[src/rtl/dma_mem_pkg.sv]
// Shared definitions for the DMA memory master: op encodings, memory size and FSM states.
package dma_mem_pkg;

  localparam int unsigned MemDepthDefault = 196608;

  localparam logic [1:0] OpFillConst = 2'b00;
  localparam logic [1:0] OpFillInc   = 2'b01;
  localparam logic [1:0] OpRead      = 2'b10;
  localparam logic [1:0] OpIllegal   = 2'b11;

  typedef enum logic [2:0] {
    StIdle,
    StWrite,
    StRead,
    StDrain,
    StDone
  } state_e;

endpackage

[src/rtl/dma_mem_skid_fifo.sv]
// Two-entry read-data buffer with push/pop and occupancy count.
module dma_mem_skid_fifo #(
  parameter int unsigned Width = 16
) (
  input  logic             clk_i,
  input  logic             rst_i,
  input  logic             push_i,
  input  logic [Width-1:0] push_data_i,
  input  logic             pop_i,
  output logic [Width-1:0] head_o,
  output logic             full_o,
  output logic             empty_o,
  output logic [1:0]       count_o
);

  logic [Width-1:0] mem_q [2];
  logic             wr_ptr_q;
  logic             rd_ptr_q;
  logic [1:0]       count_q;
  logic             do_push;
  logic             do_pop;

  assign full_o  = (count_q == 2'd2);
  assign empty_o = (count_q == 2'd0);
  assign count_o = count_q;
  assign head_o  = mem_q[rd_ptr_q];
  assign do_push = push_i & ~full_o;
  assign do_pop  = pop_i & ~empty_o;

  always_ff @(posedge clk_i or posedge rst_i) begin
    if (rst_i) begin
      wr_ptr_q <= 1'b0;
      rd_ptr_q <= 1'b0;
      count_q  <= 2'd0;
    end else begin
      wr_ptr_q <= wr_ptr_q ^ do_push;
      rd_ptr_q <= rd_ptr_q ^ do_pop;
      count_q  <= count_q + {1'b0, do_push} - {1'b0, do_pop};
    end
  end

  // Storage needs no reset; occupancy alone defines validity.
  always_ff @(posedge clk_i) begin
    if (do_push) begin
      mem_q[wr_ptr_q] <= push_data_i;
    end
  end

endmodule

[src/rtl/dma_mem_cpu_master.sv]
// Command-driven memory master: constant/incrementing fills and flow-controlled block reads.
module dma_mem_cpu_master
  import dma_mem_pkg::*;
#(
  parameter int unsigned MEM_DEPTH = MemDepthDefault,
  parameter int unsigned ADDR_W    = 18
) (
  input  logic              clk,
  input  logic              reset,
  input  logic              cmd_valid,
  output logic              cmd_ready,
  input  logic [1:0]        cmd_op,
  input  logic [ADDR_W-1:0] cmd_addr,
  input  logic [ADDR_W-1:0] cmd_len,
  input  logic [15:0]       cmd_data,
  output logic [ADDR_W-1:0] address,
  output logic [1:0]        byteenable,
  output logic              chipselect,
  output logic              write,
  output logic [15:0]       writedata,
  output logic              clken,
  output logic              reset_req,
  input  logic [15:0]       readdata,
  output logic              rd_valid,
  input  logic              rd_ready,
  output logic [15:0]       rd_data,
  output logic              busy,
  output logic              done,
  output logic              err
);

  localparam logic [ADDR_W:0] DepthW = (ADDR_W + 1)'(MEM_DEPTH);

  state_e            state_q, state_d;
  logic [1:0]        op_q, op_d;
  logic [ADDR_W-1:0] addr_q, addr_d;
  logic [ADDR_W-1:0] len_q, len_d;
  logic [ADDR_W-1:0] idx_q, idx_d;
  logic [15:0]       data_q, data_d;
  logic              inflight_q, inflight_d;
  logic              err_q, err_d;

  logic [ADDR_W:0]   end_addr;
  logic              cmd_bad;
  logic              last_idx;
  logic [1:0]        occupancy;
  logic              fifo_full;
  logic              fifo_empty;
  logic [1:0]        fifo_count;
  logic              fifo_pop;

  assign end_addr  = {1'b0, cmd_addr} + {1'b0, cmd_len};
  assign cmd_bad   = (cmd_op == OpIllegal) || (cmd_len == '0) || (end_addr > DepthW);
  assign last_idx  = (idx_q == len_q - ADDR_W'(1));
  // Words already buffered plus the one read that may still be returning.
  assign occupancy = fifo_count + {1'b0, inflight_q};

  assign clken     = 1'b1;
  assign reset_req = 1'b0;
  assign busy      = (state_q != StIdle);
  assign err       = err_q;
  assign rd_valid  = ~fifo_empty;
  assign fifo_pop  = rd_valid & rd_ready;

  always_comb begin
    state_d    = state_q;
    op_d       = op_q;
    addr_d     = addr_q;
    len_d      = len_q;
    idx_d      = idx_q;
    data_d     = data_q;
    inflight_d = 1'b0;
    err_d      = 1'b0;
    cmd_ready  = 1'b0;
    chipselect = 1'b0;
    write      = 1'b0;
    byteenable = 2'b00;
    address    = '0;
    writedata  = '0;
    done       = 1'b0;

    unique case (state_q)
      StIdle: begin
        cmd_ready = 1'b1;
        if (cmd_valid) begin
          if (cmd_bad) begin
            err_d = 1'b1;
          end else begin
            op_d    = cmd_op;
            addr_d  = cmd_addr;
            len_d   = cmd_len;
            data_d  = cmd_data;
            idx_d   = '0;
            state_d = (cmd_op == OpRead) ? StRead : StWrite;
          end
        end
      end
      StWrite: begin
        chipselect = 1'b1;
        write      = 1'b1;
        byteenable = 2'b11;
        address    = addr_q + idx_q;
        writedata  = (op_q == OpFillInc) ? data_q + idx_q[15:0] : data_q;
        idx_d      = idx_q + ADDR_W'(1);
        if (last_idx) begin
          state_d = StDone;
        end
      end
      StRead: begin
        if (occupancy < 2'd2) begin
          chipselect = 1'b1;
          byteenable = 2'b11;
          address    = addr_q + idx_q;
          inflight_d = 1'b1;
          idx_d      = idx_q + ADDR_W'(1);
          if (last_idx) begin
            state_d = StDrain;
          end
        end
      end
      StDrain: begin
        if (fifo_empty && !inflight_q) begin
          state_d = StDone;
        end
      end
      StDone: begin
        done    = 1'b1;
        state_d = StIdle;
      end
      default: state_d = StIdle;
    endcase
  end

  always_ff @(posedge clk or posedge reset) begin
    if (reset) begin
      state_q    <= StIdle;
      op_q       <= OpFillConst;
      addr_q     <= '0;
      len_q      <= '0;
      idx_q      <= '0;
      data_q     <= '0;
      inflight_q <= 1'b0;
      err_q      <= 1'b0;
    end else begin
      state_q    <= state_d;
      op_q       <= op_d;
      addr_q     <= addr_d;
      len_q      <= len_d;
      idx_q      <= idx_d;
      data_q     <= data_d;
      inflight_q <= inflight_d;
      err_q      <= err_d;
    end
  end

  // Memory latency is fixed at one cycle, so the in-flight read lands now.
  dma_mem_skid_fifo #(
    .Width(16)
  ) u_fifo (
    .clk_i      (clk),
    .rst_i      (reset),
    .push_i     (inflight_q),
    .push_data_i(readdata),
    .pop_i      (fifo_pop),
    .head_o     (rd_data),
    .full_o     (fifo_full),
    .empty_o    (fifo_empty),
    .count_o    (fifo_count)
  );

  logic unused_full;
  assign unused_full = fifo_full;

endmodule

[config.mk]
export PLATFORM = sky130hd
export DESIGN_NAME = dma_mem_cpu_master
export DESIGN_NICKNAME = d
export VERILOG_FILES = /design/src/rtl/dma_mem_pkg.sv /design/src/rtl/dma_mem_skid_fifo.sv /design/src/rtl/dma_mem_cpu_master.sv
export SDC_FILE = /design/constraint.sdc
export NUM_CORES = 1
export LEC_CHECK = 0
export CAP_MARGIN = 20
export CORE_UTILIZATION = 44
export CTS_CLUSTER_DIAMETER = 40
export DETAILED_ROUTE_END_ITERATION = 6
export MAX_ROUTING_LAYER = met4
export PLACE_DENSITY = 0.68
export SLEW_MARGIN = 40
export SYNTH_ARGS = -nofsm -noshare
export SYNTH_HDL_FRONTEND = slang
export SYNTH_SLANG_ARGS = --single-unit
[constraint.sdc]
create_clock -name clk -period 3.7 [get_ports clk]
set_input_delay 0.74 -clock clk [delete_from_list [all_inputs] [get_ports clk]]
set_output_delay 0.74 -clock clk [all_outputs]
set_load 0.02 [all_outputs]
# Word-level counts from Yosys, hierarchy flattened
# Memories as Yosys holds them, arrays and structs flattened.
# Index checks and enable logic that the tools add are counted.
op_classes:
  n_eq_ne: 15
  n_addsub: 8
  bitwise_logic: 8
  mux: 29
  n_reduce_logical: 12
  magnitude_cmp: 2
ops:
  columns: ["cell", "n"]
  rows:
  - ["$mux 18", 4]
  - ["$pmux 18 s3", 1]
  - ["$pmux 18 s2", 1]
  - ["$mux 16", 2]
  - ["$add 18x18->19", 1]
  - ["$gt 19x18->1 const B", 1]
  - ["$add 18x1->18 const B", 1]
  - ["$add 18x18->18", 1]
  - ["$eq 18x18->1", 1]
  - ["$logic_not 18->1", 1]
  - ["$mux 3", 6]
  - ["$sub 18x1->18 const B", 1]
  - ["$add 16x16->16", 1]
  - ["$ne 2x2->1 const B", 6]
  - ["$pmux 3 s4", 1]
  - ["$mux 1", 10]
  - ["$eq 2x2->1 const B", 3]
  - ["$eq 3x2->1 const B", 2]
  - ["$reduce_and 6->1", 1]
  - ["$reduce_bool 3->1", 2]
  - ["$add 2x1->2", 2]
  - ["$mux 2", 2]
  - ["$pmux 2 s2", 1]
  - ["$reduce_and 4->1", 1]
  - ["other kinds (15)", 21]
word_totals:
  elab_cells: 86
  output_inout_bits: 61
  memories: 1
  reg_bits: 81
  input_bits: 74
  mem_bits_rw: 32
memory_table:
  columns: ["name", "depth", "width", "read_ports", "rd_clocked_by_memory_dff", "write_ports", "line", "text"]
  rows:
  - ["u_fifo.mem_q", 2, 16, 1, 0, 1, "dma_mem_skid_fifo.sv:16", "logic [Width-1:0] mem_q [2];"]

# Longest topological paths before layout
# Gate-level depths: netlist of run 1.
logic_depth:
  depth_word: 6
  ltp_mapped: 13
  mapped_depth_nobuf: 12

# Hierarchy
# Synthesis of run 1 repeated with hierarchy kept, for this count alone.
unflattened:
  cells_unflattened: 1133
  area_unflattened_um2: 9780.6
modules_own_cells:
  columns: ["mod", "cells_per_inst", "n_inst", "seq_area_each_um2", "area_per_inst_um2"]
  rows:
  - ["dma_mem_cpu_master", 1062, 1, 1926.8, 8351.8]
  - ["dma_mem_skid_fifo", 71, 1, 1061.0, 1428.9]

# Worst setup path after synthesis of run 1
# Ideal clock, no wire load.
synth_path:
  kind: "input -> register"
  startpoint: "input cmd_addr[0]"
  endpoint: "register idx_q[2]"
  slack_ps: -17
  arrival_time_ps: 3576
  setup_ps: 141
  n_path_buf: 1
  t_required_ps: 3559
  stages: 13
  path_cell_list: "ha_1 inv_1 fa_1 xnor2_1 or4_1 nor4_1 o211ai_1 nor4_2 nand4_1 o22a_1 a311oi_4 buf_6 a31oi_1"
synth_between:
  elab_chain_cells: 5
synth_lines:
  columns: ["element", "line", "text"]
  rows:
  - ["start, declared", "dma_mem_cpu_master.sv:13", "input logic [ADDR_W-1:0] cmd_addr,"]
  - ["$add 18x18->19", "dma_mem_cpu_master.sv:52", "assign end_addr = {1'b0, cmd_addr} + {1'b0, cmd_len};"]
  - ["$gt 19x18->1", "dma_mem_cpu_master.sv:53", "assign cmd_bad = (cmd_op == OpIllegal) || (cmd_len == '0) || (end_addr > DepthW);"]
  - ["$logic_or 1x1->1", "dma_mem_cpu_master.sv:53", null]
  - ["$ne 2x2->1 (no line)", null, null]
  - ["$reduce_and 4->1 (no line)", null, null]
  - ["end signal, assigned", "dma_mem_cpu_master.sv:149", "idx_q <= idx_d;"]
  - ["end, declared", "dma_mem_cpu_master.sv:38", "logic [ADDR_W-1:0] idx_q, idx_d;"]
# Every way passes these cells.
# A chain may end at the register's enable or synchronous reset.

# Final worst setup path of run 1
layout_path:
  startpoint: "register idx_q[0]"
  endpoint: "output address[14]"
layout_between:
  elab_chain_cells: 3
layout_lines:
  columns: ["element", "line", "text"]
  rows:
  - ["$add 18x18->18 (*)", "dma_mem_cpu_master.sv:102, dma_mem_cpu_master.sv:113", null]
  - ["$mux 18", "dma_mem_cpu_master.sv:110", "if (occupancy < 2'd2) begin"]
  - ["$pmux 18 s2 (*)", "dma_mem_cpu_master.sv:82", "unique case (state_q)"]
  - ["end, declared", "dma_mem_cpu_master.sv:16", "output logic [ADDR_W-1:0] address,"]
# Every way passes the cells marked *; elsewhere a longest branch is shown, timed or not.

==> results of run 1 <==
-- final cells by class --
cell class	instances	area (um2)	share of cell area, %
Timing Repair Buffer	318	2841	23.41
Tap cell	229	286.5	2.361
Sequential cell	113	2990	24.64
Clock buffer	21	450.4	3.712
Clock inverter	11	162.7	1.340
Multi-Input combinational cell	663	5268	43.41
Inverter	35	136.4	1.124
-- cell usage in the layout (no fill, tap or decap), types with 27 or more instances in the layout --
master           Yosys  layout
edfxtp_1            32      32
a31oi_1             31      29
inv_1               35      29
buf_4                4     178
mux2_2              68      68
nand2_1             66      64
clkdlybuf4s50_1      0      87
o21ai_0             39      29
nor2_1              56      53
ha_1                56      40
xnor2_1             34      33
nand3_1             29      27
dfrtp_1             81      79
a21oi_1             59      50
-- cells by family (layout without fill, tap and decap cells) --
group / count (synthesis) / after routing / share of synthesized area [%]
adder cells (fa/ha/maj): 59 / 59 / 9.465
flip-flops: 113 / 113 / 37.17
other: 2 / 2 / 0.09343
buffers and inverters: 69 / 385 / 3.705
AND/OR/NAND/NOR: 267 / 267 / 16.83
AO/OA/AOI/OAI: 206 / 206 / 16.52
multiplexers: 71 / 71 / 9.900
XOR/XNOR: 58 / 58 / 6.320
-- per-layer routing --
metal,up-vias,track usage (%)
met1,3728,34.23
li1,3737,-
met2,269,44.58
met5,-,-
met3,62,4.889
met4,0,12.58
-- through the flow --
step	utilization [%]	hold slack [ns]	power, mW	setup TNS (ns)	cell area [um2]
finish	67.79	0.5252	8.373	-1.394	12140
global route	67.79	0.5386	8.885	-3.295	12140
CTS	65.75	0.5254	8.158	-1.630	11770
detailed placement	59.59	0.5132	6.013	-44.07	10670
global placement	59.55	0.5034	5.932	-38.49	10660
floorplan	-	0.4862	4.461	0	8038
-- worst paths after layout --
| path | from | end | slack [ns] | depth (start not counted) |
|---|---|---|---|---|
| worst max-delay path | idx_q[0] | address[14] | -0.27 | 15 |
| worst min-delay path | data_q[15] | data_q[15] | 0.53 | 1 |
| worst max register to register | len_q[5] | state_q[1] | 0.46 | 9 |
| worst min register to register | data_q[15] | data_q[15] | 0.53 | 1 |
| max in group asynchronous | reset | data_q[3] | 2.37 | 3 |
| min in group asynchronous | reset | idx_q[12] | 0.71 | 2 |
-- where the power goes --
group          switching [mW]  total, mW  internal, mW
registers               0.437       2.12          1.68
clock network           0.562       1.70          1.14
logic                    2.26       4.55          2.29
-- synthesized netlist by cell type, types with 5 or more instances --
master,instances
a21oi_1,59
buf_2,7
clkbuf_1,17
and3_1,9
a21o_1,13
nor4_1,10
nand2b_1,8
nor3b_1,8
nand3b_1,5
xor2_1,24
inv_1,35
ha_1,56
xnor2_1,34
nor2_1,56
mux2_2,68
o21a_1,5
or3_1,10
nor3_1,23
o211ai_1,6
nand2_1,66
nand3_1,29
or4_1,8
nor2b_1,7
a31oi_1,31
nand4_1,8
o21bai_1,7
edfxtp_1,32
dfrtp_1,81
o21ai_0,39
a211oi_1,7
and2_1,10
-- flip-flops by register name (all words and copies together) (netlist names), 2 cells and up --
name and cells:
state_q 3, addr_q 18, u_fifo.count_o 2, len_q 18, idx_q 18, op_q 2
data_q 16, u_fifo.mem_q 32
-- timing repair --
item,in CTS,in global routing
pin swaps,43,35
setup endpoints to repair,96,101
buffers inserted,23,10
gates cloned,2,0
resized for setup,163,79
==> results.cfg, run 1 <==
[sta]
post-route-min-period_ns = 3.969
relSlewSlack_pct = 47.59
skew_ns = 0.007748
hold_viol = 0
period_share_pct = 107.3
layout_setup_ws_ns = -0.2685
worst_pin_slew_ns = 0.7862
rsz0062_at_grt = yes
slew_viol_final = 0
finalSetupViolCount = 11
max_freq_mhz = 252.0

[clock_tree]
clk_pin_slew_ns = 0.06
cts_sinks = 113
numCtsBuffers = 17
hold_buffers = 0
cts-root-buf = clkbuf_16
cts_tree = yes
clk_latency_ns = 0.42
clk_path_buf_depth = 2
htreeDepth = 4

[floorplan]
die_h_um = 137.2
core_area_mm2 = 0.01790
initial_core_util_pct = 44.90
die_area_mm2 = 0.01881
ios = 135
rows = 49
dieWidth_um = 137.2

[power]
powerDensity_mw_per_mm2 = 690.0
irDropWorstVdd_v = 0.0004021
power.leakage_nw = 5.389

[placed_design]
place.detailed.hpwl_mm = 18.21
gp_congestion = 0.9424
pre_cts_ws_ns = -0.6212
dp_cells = 1324
port_buffers = 132

[route]
maxUsedRoutingLayer = met4
wl_met3_mm = 1.478
dr.pass1.iters = 5
wl_met2_mm = 11.83
drt_iter0_markers = 363
antenna_left = 0
num_vias = 7796
viasPerCell = 5.609
wire_per_inst_um = 17.89
met1Wirelength_mm = 10.67
wl_mm = 24.86
remaining_drc_errors = 0

[finish]
nFillCells = 1388
num_antenna_cells = 0
syn_to_final_growth_pct = 50.98
nets = 1281
final_cells = 1390
drive_above_1_share_pct = 33.85

[logic_synthesis]
syn_nets = 978
yosysSeqAreaShare_pct = 37.17
async_reset_ff_share_pct = 71.68
ys_warn_count = 0
synth_top_area_share_pct = 25.22
synth_flop_cell = dfrtp_1
synth_cell_type_count = 69
syn_avg_cell_area_um2 = 9.512
synth.area.top_cells = dfrtp_1 25%, edfxtp_1 12%, mux2_2 9.5%
syn_inst = 845
ys_ff_latch = 113
netlist_area_mm2 = 0.008038
synth_edf_count = 32
synth_top_cell_by_area = dfrtp_1

[setup_path]
cpLargestDelayFamily = compound AO/OA/AOI/OAI gates
cp.required_ns = 2.96
crit_chain = buf_6 -> ha_4 -> fa_2 -> a21o_1 -> a21oi_2 -> buf_4 -> o21bai_4 -> a31oi_4 -> o21ai_2 -> o41ai_2 -> buf_4 -> o21bai_1 -> xor2_1 -> and2_1 -> buf_6
cp.arrival_ns = 3.23
crit_fanout = 3
start_kind = flop
worst_setup_path_end_kind = output pin
critPathKind = flop to output pin
critPathMaxStageDelay_ns = 0.40
crit_buf_inv = 4
crit_slowest_cell = dfrtp_1

[flow_run]
max_cap_viol_count = 0

[run_status]
violations = setup timing
status = complete, but fails checks

[grt]
grt_max_degree = 57
grt_pass1_vias = 7579
track_usage_pct = 27.84
grt_remaining_overflow = 0
antenna_found_initial = 0
grt_pass1_wl_mm = 38.84

[worst_hold_path]
worstHoldPathType = flop to flop
No activity file was read; power rests on OpenSTA's default activity.
==> run 2, diff against run 1 <==
Settings changed: CAP_MARGIN 20 to 25, SLEW_MARGIN 40 to 20.
==> run 2 against run 1 <==
Against the previous run:
- the run still ends with setup timing left
- final cell count is essentially flat
- largest power group unchanged
- sequential cell count is the same
- first-iteration DRC count grew 13%
- cell area is essentially flat
- non-clock buffer count grew 1
- highest routed layer unchanged
- worst hold slack is essentially flat
==> results.cfg, run 2 (synthesized netlist as in run 1, its figures left out) <==
[route]
met1Wirelength_mm = 10.89
drt_iter0_markers = 411
wl_mm = 24.90
maxUsedRoutingLayer = met4
wl_met3_mm = 1.324
antenna_left = 0
dr.pass1.iters = 5
num_vias = 7771
viasPerCell = 5.587
wl_met2_mm = 11.79
remaining_drc_errors = 0
wire_per_inst_um = 17.90

[setup_path]
cp.arrival_ns = 3.22
crit_fanout = 2
crit_slowest_cell = or4_4
critPathKind = flop to output pin
crit_chain = buf_6 -> ha_4 -> inv_2 -> fa_2 -> nor2b_4 -> o21a_1 -> o21ai_2 -> a21o_1 -> a21oi_2 -> nor3_2 -> o31a_1 -> or4_4 -> nand3_4 -> buf_6
critPathMaxStageDelay_ns = 0.43
cp.required_ns = 2.96
start_kind = flop
crit_path_frequent_cell = buf_6
worst_setup_path_end_kind = output pin

[finish]
seqCellArea_mm2 = 0.002990
nFillCells = 1387
drive_above_1_share_pct = 33.82
final_cells = 1391
nets = 1282
num_antenna_cells = 0
top_register = u_fifo.mem_q
final_cell_mix = 178 x buf_4, 87 x clkdlybuf4s50_1, 79 x dfrtp_1
multiInputGateArea_mm2 = 0.005258
syn_to_final_growth_pct = 51.06
largest_reg_flops = 32
final_common_cell = buf_4

[sta]
skew_ns = 0.007895
hold_viol = 0
rsz0062_at_grt = yes
finalSetupViolCount = 11
relSlewSlack_pct = 36.17
max_freq_mhz = 252.6
worst_pin_slew_ns = 0.9540
slew_viol_final = 0
layout_setup_ws_ns = -0.2591
period_share_pct = 107.0
post-route-min-period_ns = 3.959

[clock_tree]
htreeDepth = 4
clk_path_buf_depth = 2
cts-root-buf = clkbuf_16
clk_pin_slew_ns = 0.05
cts_tree = yes
cts_sinks = 113
clk_latency_ns = 0.42
numCtsBuffers = 17

[placed_design]
dp_cells = 1324
port_buffers = 132
place.detailed.hpwl_mm = 18.20
pre_cts_ws_ns = -0.6215
gp_congestion = 0.9424

[power]
irDropWorstVdd_v = 0.0004049
switching_share_pct = 38.92
powerDensity_mw_per_mm2 = 689.8
p_switching_mw = 3.259
power.leakage_nw = 5.398
cell_internal_pwr_mw = 5.116
clockPowerShare_pct = 20.3
pwr-share-comb_pct = 54.3
p_seq_share_pct = 25.4

[floorplan]
ios = 135
die_h_um = 137.2
rows = 49
initial_core_util_pct = 44.90
die_area_mm2 = 0.01881
dieWidth_um = 137.2
core_area_mm2 = 0.01790

[grt]
track_usage_pct = 27.85
antenna_found_initial = 0
grt_max_degree = 57
grt_pass1_wl_mm = 38.87
grt_remaining_overflow = 0
grt_pass1_vias = 7573

[run_status]
status = complete, but fails checks
violations = setup timing

[flow_run]
max_cap_viol_count = 0

[worst_hold_path]
worstHoldPathType = flop to flop
-- run 2: final cells by class --
class / count / share of cell area, %
well taps: 229 / 2.360
multi-input cells: 663 / 43.30
repair buffers: 319 / 23.57
inverters: 35 / 1.092
clock inverters: 11 / 1.340
flip-flops and latches: 113 / 24.63
clock buffers: 21 / 3.710
-- run 2: power groups by stage --
stage | clock network [mW] | registers [mW] | logic (mW)
finish | 1.70 | 2.12 | 4.55
CTS | 1.72 | 2.10 | 4.34
global placement | 0 | 2.10 | 3.84
detailed placement | 0 | 2.11 | 3.90
global route | 1.79 | 2.18 | 4.92
floorplan | 0 | 1.94 | 2.52
-- run 2: repair_timing --
item / CTS / global route
hold buffers: 0 / 0
gates cloned: 2 / 0
pin swaps: 44 / 32
setup endpoints to repair: 96 / 98
setup buffers: 23 / 10
gates resized for setup: 164 / 77
-- run 2: critical path: cells and delay by family (launching register included) --
kind	cells	cell delay, ns
flip-flops	1	0.38
buffers and inverters	3	0.28
AND/OR/NAND/NOR	4	0.72
AO/OA/AOI/OAI	5	0.91
adder cells (fa/ha/maj)	2	0.49
-- run 2: per-stage QoR --
stage,hold WS [ns],area [um2],power (mW),TNS (ns),utilization (%)
final,0.5250,12140,8.375,-1.401,67.82
after global routing,0.5386,12140,8.884,-3.266,67.82
after CTS,0.5254,11770,8.158,-1.321,65.72
after detailed placement,0.5132,10660,6.011,-44.07,59.55
after global placement,0.5034,10660,5.932,-38.49,59.55
after floorplan,0.4862,8038,4.461,0,-
-- run 2: worst paths after layout --
kind / cells after the start / slack (ns) / end / startpoint
max: 14 / -0.26 / writedata[14] / idx_q[0]
min: 1 / 0.53 / data_q[15] / data_q[15]
max reg2reg: 9 / 0.45 / state_q[1] / len_q[5]
min reg2reg: 1 / 0.53 / data_q[15] / data_q[15]
max in group asynchronous: 4 / 2.38 / len_q[3] / reset
min in group asynchronous: 2 / 0.58 / u_fifo.count_o[0] / reset
-- run 2: metal layers --
| metal | up-vias | GRT usage, % |
|---|---|---|
| li1 | 3739 | - |
| met1 | 3714 | 34.30 |
| met3 | 65 | 4.889 |
| met5 | - | - |
| met4 | 0 | 12.58 |
| met2 | 253 | 44.56 |
